--- src/rtl/serdes_pkg.sv ---
// ---------------------------------------------------------------------------
// serdes_pkg
// Constants shared by the 9-bit serializer and its matching deserializer:
// frame width, idle comma code, idle K flag and the link-up state encoding.
// ---------------------------------------------------------------------------
package serdes_pkg;

    localparam int          PAYLOAD_W = 8;
    localparam int          FW        = PAYLOAD_W + 1;
    localparam logic [7:0]  IDLE_CODE = 8'hBC;
    localparam logic        IDLE_K    = 1'b1;

    typedef enum logic [0:0] {
        WARMUP = 1'b0,
        RUN    = 1'b1
    } serdes_state_e;

endpackage : serdes_pkg

--- src/rtl/serdes_hold_buf.sv ---
// ---------------------------------------------------------------------------
// serdes_hold_buf
// One-entry holding buffer with valid/ready on the write side. A word may be
// pushed while full only when the owner signals that the entry is being
// drained on the same edge (drain_ok_i), which gives bubble-free transfers.
//
// Ports:
//   clk, reset      clock, asynchronous active-high reset
//   push_valid_i    writer offers push_data_i
//   push_data_i     word to store
//   push_ready_o    entry can take a word this cycle
//   drain_ok_i      owner pops the entry on this edge if it is full
//   pop_i           owner takes the stored word on this edge
//   full_o          entry holds a word
//   pop_data_o      stored word
// ---------------------------------------------------------------------------
module serdes_hold_buf #(
    parameter int W = 9
) (
    input  logic         clk,
    input  logic         reset,
    input  logic         push_valid_i,
    input  logic [W-1:0] push_data_i,
    output logic         push_ready_o,
    input  logic         drain_ok_i,
    input  logic         pop_i,
    output logic         full_o,
    output logic [W-1:0] pop_data_o
);

    logic         full_q;
    logic         full_d;
    logic [W-1:0] data_q;
    logic [W-1:0] data_d;
    logic         push_s;

    assign push_ready_o = !full_q || drain_ok_i;
    assign push_s       = push_valid_i && push_ready_o;
    assign full_o       = full_q;
    assign pop_data_o   = data_q;

    // Next buffer contents: a push wins over a pop, so full stays set when
    // the entry is drained and refilled on the same edge.
    always_comb begin
        full_d = full_q;
        data_d = data_q;
        if (push_s) begin
            full_d = 1'b1;
            data_d = push_data_i;
        end else if (pop_i) begin
            full_d = 1'b0;
        end else begin
            full_d = full_q;
        end
    end

    // Buffer state register.
    always_ff @(posedge clk or posedge reset) begin
        if (reset) begin
            full_q <= 1'b0;
            data_q <= '0;
        end else begin
            full_q <= full_d;
            data_q <= data_d;
        end
    end

endmodule : serdes_hold_buf

--- src/rtl/serializador_tx.sv ---
// ---------------------------------------------------------------------------
// serializador_tx
// Transmit serializer for the 9-bit link. Parallel words (payload + K flag)
// enter through valid/ready, go through a one-entry holding buffer and are
// sent MSB-first as FW-bit frames: K flag first, then in[BITS-1]..in[0].
// DK marks the cycle carrying the K bit. Idle comma frames fill every slot
// without a pending word, and IDLE_FRAMES of them are forced after reset so
// the receiver can lock before payload arrives.
//
// Ports:
//   clk       clock
//   reset     asynchronous active-high reset
//   in        payload word
//   in_DK     K flag of the payload word (1 = control symbol)
//   valid_in  in/in_DK hold a word to send
//   ready     a word offered this cycle is accepted on the next edge
//   data      serial bit stream (registered)
//   DK        frame marker, high with the K bit (registered)
// ---------------------------------------------------------------------------
module serializador_tx #(
    parameter int BITS        = 8,
    parameter int IDLE_FRAMES = 4
) (
    input  logic            clk,
    input  logic            reset,
    input  logic [BITS-1:0] in,
    input  logic            in_DK,
    input  logic            valid_in,
    output logic            ready,
    output logic            data,
    output logic            DK
);

    import serdes_pkg::*;

    localparam int                  FRAME_W   = BITS + 1;
    localparam int                  CNT_W     = $clog2(FRAME_W);
    localparam logic [CNT_W-1:0]    CNT_LAST  = CNT_W'(FRAME_W - 1);
    localparam int                  IDLE_W    = $clog2(IDLE_FRAMES + 2);
    localparam logic [IDLE_W-1:0]   IDLE_LAST = IDLE_W'(IDLE_FRAMES);
    localparam logic [BITS-1:0]     IDLE_WORD = BITS'(IDLE_CODE);

    serdes_state_e        state_q;
    serdes_state_e        state_d;
    logic [CNT_W-1:0]     cnt_q;
    logic [CNT_W-1:0]     cnt_d;
    logic [IDLE_W-1:0]    idle_cnt_q;
    logic [IDLE_W-1:0]    idle_cnt_d;
    logic [FRAME_W-1:0]   shreg_q;
    logic [FRAME_W-1:0]   shreg_d;
    logic                 data_q;
    logic                 data_d;
    logic                 dk_q;
    logic                 dk_d;

    logic                 boundary_s;
    logic                 warm_done_s;
    logic                 drain_ok_s;
    logic                 load_buf_s;
    logic                 count_idle_s;
    logic                 buf_full_s;
    logic [FRAME_W-1:0]   buf_word_s;
    logic [FRAME_W-1:0]   next_frame_s;

    assign boundary_s  = (cnt_q == CNT_LAST);
    assign warm_done_s = (idle_cnt_q == IDLE_LAST);
    // Only a RUN boundary lets a full buffer take a new word; the last
    // WARMUP boundary drains the buffer but keeps ready low.
    assign drain_ok_s  = (state_q == RUN) && boundary_s;

    serdes_hold_buf #(
        .W (FRAME_W)
    ) u_hold_buf (
        .clk          (clk),
        .reset        (reset),
        .push_valid_i (valid_in),
        .push_data_i  ({in_DK, in}),
        .push_ready_o (ready),
        .drain_ok_i   (drain_ok_s),
        .pop_i        (load_buf_s),
        .full_o       (buf_full_s),
        .pop_data_o   (buf_word_s)
    );

    // FSM state register.
    always_ff @(posedge clk or posedge reset) begin
        if (reset) begin
            state_q <= WARMUP;
        end else begin
            state_q <= state_d;
        end
    end

    // FSM next state: leave WARMUP at the boundary that would load idle
    // frame IDLE_FRAMES+1.
    always_comb begin
        state_d = state_q;
        case (state_q)
            WARMUP: begin
                if (boundary_s && warm_done_s) begin
                    state_d = RUN;
                end else begin
                    state_d = WARMUP;
                end
            end
            RUN:     state_d = RUN;
            default: state_d = WARMUP;
        endcase
    end

    // FSM outputs: which frame source the next boundary uses, and whether
    // that boundary counts as a forced idle frame.
    always_comb begin
        load_buf_s   = 1'b0;
        count_idle_s = 1'b0;
        case (state_q)
            WARMUP: begin
                load_buf_s   = boundary_s && warm_done_s && buf_full_s;
                count_idle_s = boundary_s && !warm_done_s;
            end
            RUN: begin
                load_buf_s   = boundary_s && buf_full_s;
                count_idle_s = 1'b0;
            end
            default: begin
                load_buf_s   = 1'b0;
                count_idle_s = 1'b0;
            end
        endcase
    end

    // Frame selection: buffered word or idle comma.
    always_comb begin
        next_frame_s = {IDLE_K, IDLE_WORD};
        if (load_buf_s) begin
            next_frame_s = buf_word_s;
        end else begin
            next_frame_s = {IDLE_K, IDLE_WORD};
        end
    end

    // Shifter next state. At a boundary the K bit goes straight to the
    // output register and the rest of the frame is parked in the shifter,
    // so bit k is on data during cycle k after the load edge.
    always_comb begin
        cnt_d      = cnt_q;
        shreg_d    = shreg_q;
        data_d     = data_q;
        dk_d       = dk_q;
        idle_cnt_d = idle_cnt_q;
        if (boundary_s) begin
            cnt_d   = '0;
            shreg_d = {next_frame_s[FRAME_W-2:0], 1'b0};
            data_d  = next_frame_s[FRAME_W-1];
            dk_d    = 1'b1;
        end else begin
            cnt_d   = cnt_q + 1'b1;
            shreg_d = {shreg_q[FRAME_W-2:0], 1'b0};
            data_d  = shreg_q[FRAME_W-1];
            dk_d    = 1'b0;
        end
        if (count_idle_s) begin
            idle_cnt_d = idle_cnt_q + 1'b1;
        end else begin
            idle_cnt_d = idle_cnt_q;
        end
    end

    // Shifter, counters and output registers. cnt resets to the last
    // position so the first edge after reset loads a frame.
    always_ff @(posedge clk or posedge reset) begin
        if (reset) begin
            cnt_q      <= CNT_LAST;
            idle_cnt_q <= '0;
            shreg_q    <= '0;
            data_q     <= 1'b0;
            dk_q       <= 1'b0;
        end else begin
            cnt_q      <= cnt_d;
            idle_cnt_q <= idle_cnt_d;
            shreg_q    <= shreg_d;
            data_q     <= data_d;
            dk_q       <= dk_d;
        end
    end

    assign data = data_q;
    assign DK   = dk_q;

endmodule : serializador_tx

--- config.mk ---
export PLATFORM = sky130hd
export DESIGN_NAME = serializador_tx
export DESIGN_NICKNAME = d
export VERILOG_FILES = /design/src/rtl/serdes_pkg.sv /design/src/rtl/serdes_hold_buf.sv /design/src/rtl/serializador_tx.sv
export SDC_FILE = /design/constraint.sdc
export NUM_CORES = 1
export LEC_CHECK = 0
export CORE_ASPECT_RATIO = 1.25
export CORE_MARGIN = 1.5
export CORE_UTILIZATION = 45
export DETAILED_ROUTE_END_ITERATION = 8
export PLACE_DENSITY_LB_ADDON = 0.3
export SYNTH_ARGS = -nofsm -noshare
export SYNTH_HDL_FRONTEND = slang
export SYNTH_SLANG_ARGS = --single-unit
--- constraint.sdc ---
create_clock -name clk -period 3.6 [get_ports clk]
set_input_delay 0.9 -clock clk [delete_from_list [all_inputs] [get_ports clk]]
set_output_delay 0.9 -clock clk [all_outputs]
set_load 0.02 [all_outputs]
==> results of run 1 <==
## through the flow
step           cell area, um^2   util  total power, mW  hold WS, ns
3_5_place_dp              1380  0.521            0.502        0.468
2_1_floorplan             1230      -            0.466        0.449
4_1_cts                   1430  0.540            0.705        0.501
3_3_place_gp              1380  0.521            0.498        0.466
6_report                  1430  0.540            0.697        0.498
5_1_grt                   1430  0.540            0.732        0.509
## how the worst min path moves through the flow
stage	from	to	slack, ns
2_1_floorplan	cnt_q[0]$_DFF_PP0_	cnt_q[0]$_DFF_PP0_	0.45
3_3_place_gp	shreg_q[4]$_DFF_PP0_	shreg_q[5]$_DFF_PP0_	0.47
3_5_place_dp	shreg_q[4]$_DFF_PP0_	shreg_q[5]$_DFF_PP0_	0.47
4_1_cts	cnt_q[0]$_DFF_PP0_	cnt_q[0]$_DFF_PP0_	0.50
5_1_grt	shreg_q[4]$_DFF_PP0_	shreg_q[5]$_DFF_PP0_	0.51
6_report	shreg_q[3]$_DFF_PP0_	shreg_q[4]$_DFF_PP0_	0.50
## flip-flops by register name, indices dropped and copies added (netlist names)
name and cells:
DK 1, cnt_q 4, data 1, idle_cnt_q 3, shreg_q 8, state_q 1
u_hold_buf.full_o 1, u_hold_buf.pop_data_o 9
## layer usage
layer	GRT usage	share of wire	up-vias
met2	0.210	0.49	7
li1	-	-	322
met4	0.0714	0.011	0
met5	0	0	-
met1	0.176	0.48	337
met3	0.0243	0.026	2
## kinds of logic (layout without fill, tap and decap cells)
logic type      Yosys count  after routing  share of synthesized area
buf+inv                  13             28                     0.0579
compound gates           16             16                      0.103
mux                      10             10                      0.122
xor+xnor                  3              3                     0.0213
fa+ha+maj                 4              4                     0.0406
simple gates             13             13                     0.0863
flops                    28             28                      0.570
## area by class of cell
class,instances,share of cell area
repair buffers,14,0.0977
multi-input cells,46,0.320
well taps,34,0.0297
inverters,10,0.0262
flip-flops and latches,28,0.490
clock buffers,3,0.0157
clock inverters,1,0.0209
## cells in the final DEF (no fill, tap or decap)
cell / instances
bufinv_16: 1
nand2_1: 3
nand3_4: 1
nor3b_1: 1
o22ai_1: 2
and2b_2: 1
dfstp_2: 1
and3b_1: 1
dfrtp_1: 27
nand2_4: 1
mux2_4: 10
a31o_2: 1
clkbuf_4: 3
xnor2_1: 3
a31oi_1: 1
ha_1: 4
nand4b_4: 1
clkdlybuf4s50_1: 14
a21o_2: 2
a21oi_1: 2
o22a_1: 6
nor2b_1: 1
nor2_1: 3
a21boi_2: 1
inv_1: 10
a21o_1: 1
## power breakdown
part | switching [mW] | internal (mW) | total (mW)
registers | 0.0225 | 0.362 | 0.384
clock network | 0.0908 | 0.112 | 0.203
logic | 0.0347 | 0.0741 | 0.109
## cell usage after synthesis
cell / n / share of area
inv_1: 10 / 0.030
a31o_2: 1 / 0.0071
o22ai_1: 2 / 0.010
buf_6: 3 / 0.027
a21oi_1: 2 / 0.0081
and3b_1: 1 / 0.0071
dfstp_2: 1 / 0.021
nor2b_1: 1 / 0.0051
ha_1: 4 / 0.041
dfrtp_1: 27 / 0.55
a21o_1: 1 / 0.0061
o22a_1: 6 / 0.043
a31oi_1: 1 / 0.0051
nand2_4: 1 / 0.0091
and2b_2: 1 / 0.0071
a21boi_2: 1 / 0.0091
xnor2_1: 3 / 0.021
nand2_1: 3 / 0.0091
nand3_4: 1 / 0.014
nor3b_1: 1 / 0.0061
a21o_2: 2 / 0.014
mux2_4: 10 / 0.12
nor2_1: 3 / 0.0091
nand4b_4: 1 / 0.019
## worst max-delay path, stage by stage (launching register included)
cell,delay [ns]
dfrtp_1,0.44
inv_1,0.07
ha_1,0.23
nand4b_4,0.13
nand2_1,0.08
clkdlybuf4s50_1,0.59
==> metrics.md, run 1 <==
| Metric | Value |
|---|---|
| Core area | `0.00265 mm^2` |
| Ratio of cells with drive above 1 in the final layout | `0.225` |
| Hold Path Stages | `1` |
| Cell Count, Final, Fillers Out | `between 100 and 150` |
| Synth Area per Inst | `14.2 um^2` |
| Worst-path clk slew | `0.15 ns` |
| Fmax | `between 300 and 400 MHz` |
| Fillers | `roughly 240` |
| Crit end category | `primary output` |
| Final Max Slew Viols | `0` |
| First-pass GRT wire length | `2990 um` |
| Worst Path Required | `2.70 ns` |
| Crit path max fanout | `4` |
| Final nets | `119` |
| Worst flop-to-flop path startpoint | `cnt_q[0]$_DFF_PP0_` |
| Diode count | `0` |
| Hpwl dp | `1230 um` |
| Final setup vio count | `0` |
| Post-layout min period | `2.76 ns` |
| Worst slew pin tran | `1.01 ns` |
| Multi-input logic area | `459 um^2` |
| Synth Cell Area | `0.00123 mm^2` |
| Crit Path Class | `flop to primary output` |
| Die H | `61.5 um` |
| Post-route ant nets | `0` |
| CTS tree | `done` |
| Syn Nets | `between 100 and 150` |
| Cell total after placement | `roughly 130` |
| Post-CTS Resized | `0` |
| Crit path launch | `cnt_q[0]$_DFF_PP0_` |
| Number of global-route vias before repair | `632` |
| Count of final hold-check violations | `0` |
| Largest net degree at the start of global routing | `29` |
| DRT Pass-1 Iters | `3` |
| # Max-Cap Violations | `0` |
| Avg WL per Cell | `12.8 um` |
| Gpl congestion | `0.639` |
| R2R Setup Slk | `around 1.6 ns` |
| Lkg Pwr | `0.663 nW` |
| Die W | `49.8 um` |
| R2R cell count | `5` |
| Worst clock skew | `0.00224 ns` |
| CTS Buffer Depth | `2` |
| Status | `finished, final reports clean` |
| Power density cells | `486 mW/mm^2` |
| Worst setup SP type | `flop` |
| Row cnt | `21` |
| I/O Buffers | `14` |
| Initial Util | `0.464` |
| Htree depth | `1` |
| GRT Overall Usage | `0.133` |
| Capture point of the worst reg-to-reg path | `shreg_q[6]$_DFF_PP0_` |
| Endpoint of the worst setup timing path | `ready` |
| Initial drt markers | `10` |
| Die area | `0.00306 mm^2` |
| DRC | `0` |
| Worst IR Drop VDD | `0.235 mV` |
| Gr ovfl total | `0` |
| Post-Route WL | `1750 um` |
| Initial antenna violation count | `0` |
| Sequential area share after synthesis | `0.570` |
| Worst slew margin | `0.323` |
| Num CTS Buffers | `3` |
| Post-Syn Instances | `between 80 and 90` |
| Clock Sinks | `28` |
| YS warnings | `0` |
| Clk root buf | `clkbuf_4` |
| RSZ-0062 raised after global routing | `false` |
| Synth Register Bits | `28` |
| Drt via density | `approximately 4.9` |
| Critical path arrival | `1.86 ns` |
| Clk_lat worst skew | `0.32 ns` |
| Postcts setup bufs | `0` |
| Dpl ws | `between 1 and 1.5 ns` |
| Setup TNS | `0 ns` |
| Final period util | `0.767` |
| HP Class | `flop to flop` |
| CTS hold repair buffers | `0` |
| PnR worst setup slack | `0.839 ns` |
| Number of library cell types mapped by synthesis | `24` |
| Top-Level Pins | `15` |
| Area growth syn-to-layout | `16.3%` |
| Sequential cell area | `702 um^2` |
| Vias | `roughly 670` |
Note: power is estimated with default switching activity, not from simulation.
==> run 2: changes to the inputs <==
==> constraint.sdc (replaced) <==
create_clock -name clk -period 2.41 [get_ports clk]
set_input_delay 0.6025 -clock clk [delete_from_list [all_inputs] [get_ports clk]]
set_output_delay 0.6025 -clock clk [all_outputs]
set_load 0.02 [all_outputs]
==> metrics.md, run 2 (synthesized netlist as in run 1, its figures left out) <==
| Metric | Value |
|---|---|
| CTS hold repair buffers | `0` |
| Power density cells | `716 mW/mm^2` |
| Met3 wire length | `53 um` |
| Initial drt markers | `17` |
| Crit Path Class | `flop to primary output` |
| Post-route ant nets | `0` |
| Crit end category | `primary output` |
| Post-CTS Resized | `1` |
| Critical path arrival | `1.59 ns` |
| Worst slew margin | `0.665` |
| Slowest cell delay on critical path | `0.44 ns` |
| Die H | `roughly 62 um` |
| Gr ovfl total | `0` |
| Row cnt | `21` |
| Initial Util | `0.464` |
| Vias | `a little over 700` |
| M1 wire length | `777 um` |
| Clk root buf | `clkbuf_4` |
| I/O Buffers | `14` |
| Core area | `0.00265 mm^2` |
| Initial antenna violation count | `0` |
| DR WL met2 | `911 um` |
| Final period util | `0.910` |
| Clock Sinks | `28` |
| Post-Route Utilization | `0.548` |
| Worst slew pin tran | `0.502 ns` |
| Number of global-route vias before repair | `658` |
| CTS Buffer Depth | `2` |
| # Max-Cap Violations | `0` |
| Clk_lat worst skew | `0.33 ns` |
| Htree depth | `1` |
| Status | `finished, final reports clean` |
| Post-layout min period | `between 2 and 2.5 ns` |
| GRT Overall Usage | `0.131` |
| Setup TNS | `0 ns` |
| Lkg Pwr | `0.682 nW` |
| Die area | `0.00306 mm^2` |
| Postcts setup bufs | `0` |
| Buffers & Inverters on Critical Path | `2` |
| Area growth syn-to-layout | `18.1%` |
| Gpl congestion | `between 0.6 and 0.7` |
| Diode count | `0` |
| Num CTS Buffers | `3` |
| Post-Route WL | `~1800 um` |
| Final nets | `122` |
| Worst clock skew | `0.00696 ns` |
| Max FFs per register | `9` |
| HP Class | `flop to flop` |
| CTS tree | `done` |
| Worst Path Required | `1.81 ns` |
| Largest net degree at the start of global routing | `29` |
| Commonest non-fill, non-tap cells in the layout | `dfrtp_1 (27), clkdlybuf4s50_1 (13), mux2_4 (10), inv_1 (10), o22a_1 (6)` |
| Ratio of cells with drive above 1 in the final layout | `0.248` |
| Hpwl dp | `1260 um` |
| Die W | `49.8 um` |
| Most common cell after layout, fill and taps aside | `dfrtp_1` |
| First-pass GRT wire length | `2930 um` |
| Worst-path clk slew | `0.15 ns` |
| Crit-path cells | `inv_1 -> ha_1 -> nand4b_4 -> nand2_1 -> dlygate4sd2_1` |
| Final setup vio count | `0` |
| Family with the most delay on the worst path | `flip-flops` |
| Count of final hold-check violations | `0` |
| Worst setup SP type | `flop` |
| Worst IR Drop VDD | `around 0.44 mV` |
| DRT Pass-1 Iters | `4` |
| Fmax | `about 460 MHz` |
| DRC | `0` |
| RSZ-0062 raised after global routing | `false` |
| Top Layer Used | `met4` |
| Avg WL per Cell | `about 13 um` |
| Crit path max fanout | `4` |
| Drt via density | `5.10` |
| Final Max Slew Viols | `0` |
| Top-Level Pins | `15` |
| Slowest cell on the critical path | `dfrtp_1` |
==> run 2: per-stage QoR <==
step | cells | hold slack (ns) | setup slack [ns] | cell area, um^2 | power [mW]
final | 139 | 0.499 | 0.217 | 1460 | 1.04
after global routing | 139 | 0.517 | 0.114 | 1460 | 1.10
after CTS | 139 | 0.503 | 0.195 | 1460 | 1.05
after detailed placement | 135 | 0.469 | 0.324 | 1400 | 0.753
after global placement | 135 | 0.462 | 0.362 | 1400 | 0.747
after floorplan | 87 | 0.449 | 0.870 | 1230 | 0.696
==> run 2: path summary, 6_finish.rpt <==
check / startpoint / endpoint / slack (ns) / cells after the start
max: cnt_q[0]$_DFF_PP0_ / ready / 0.22 / 5
min: shreg_q[5]$_DFF_PP0_ / shreg_q[6]$_DFF_PP0_ / 0.50 / 1
max reg2reg: cnt_q[0]$_DFF_PP0_ / shreg_q[8]$_DFF_PP0_ / 0.64 / 5
min reg2reg: shreg_q[5]$_DFF_PP0_ / shreg_q[6]$_DFF_PP0_ / 0.50 / 1
max in group asynchronous: reset / cnt_q[3]$_DFF_PP1_ / 1.49 / 3
min in group asynchronous: reset / u_hold_buf.pop_data_o[2]$_DFFE_PP0P_ / 0.61 / 3
==> run 2: metal layers <==
| layer | up-vias | GRT usage |
|---|---|---|
| met3 | 4 | 0.0291 |
| met4 | 0 | 0.0714 |
| met1 | 360 | 0.166 |
| met2 | 13 | 0.213 |
| li1 | 332 | - |
| met5 | - | 0 |
==> run 2: cell type report <==
class                      instances  area [um^2]
tap                               34         42.5
clock buffer                       3         22.5
timing repair buffer              17          161
fill                             237         1200
sequential                        28          702
multi-input combinational         46          459
inverter                          10         37.5
clock inverter                     1         30.0
==> run 2: report_power, final <==
part / switching (mW) / leakage [nW] / internal, mW
logic: 0.0525 / 0.317 / 0.111
clock network: 0.135 / 0.0279 / 0.168
registers: 0.0335 / 0.337 / 0.541
==> run 3: changes to the inputs <==
--- a/config.mk
+++ b/config.mk
@@ -5,6 +5,7 @@
 export SDC_FILE = /design/constraint.sdc
 export NUM_CORES = 1
 export LEC_CHECK = 0
+export CAP_MARGIN = 20
 export CORE_ASPECT_RATIO = 1.25
 export CORE_MARGIN = 1.5
 export CORE_UTILIZATION = 45
==> results of run 3 <==
No change in the layout: final DEF, timing and power equal those of run 2.
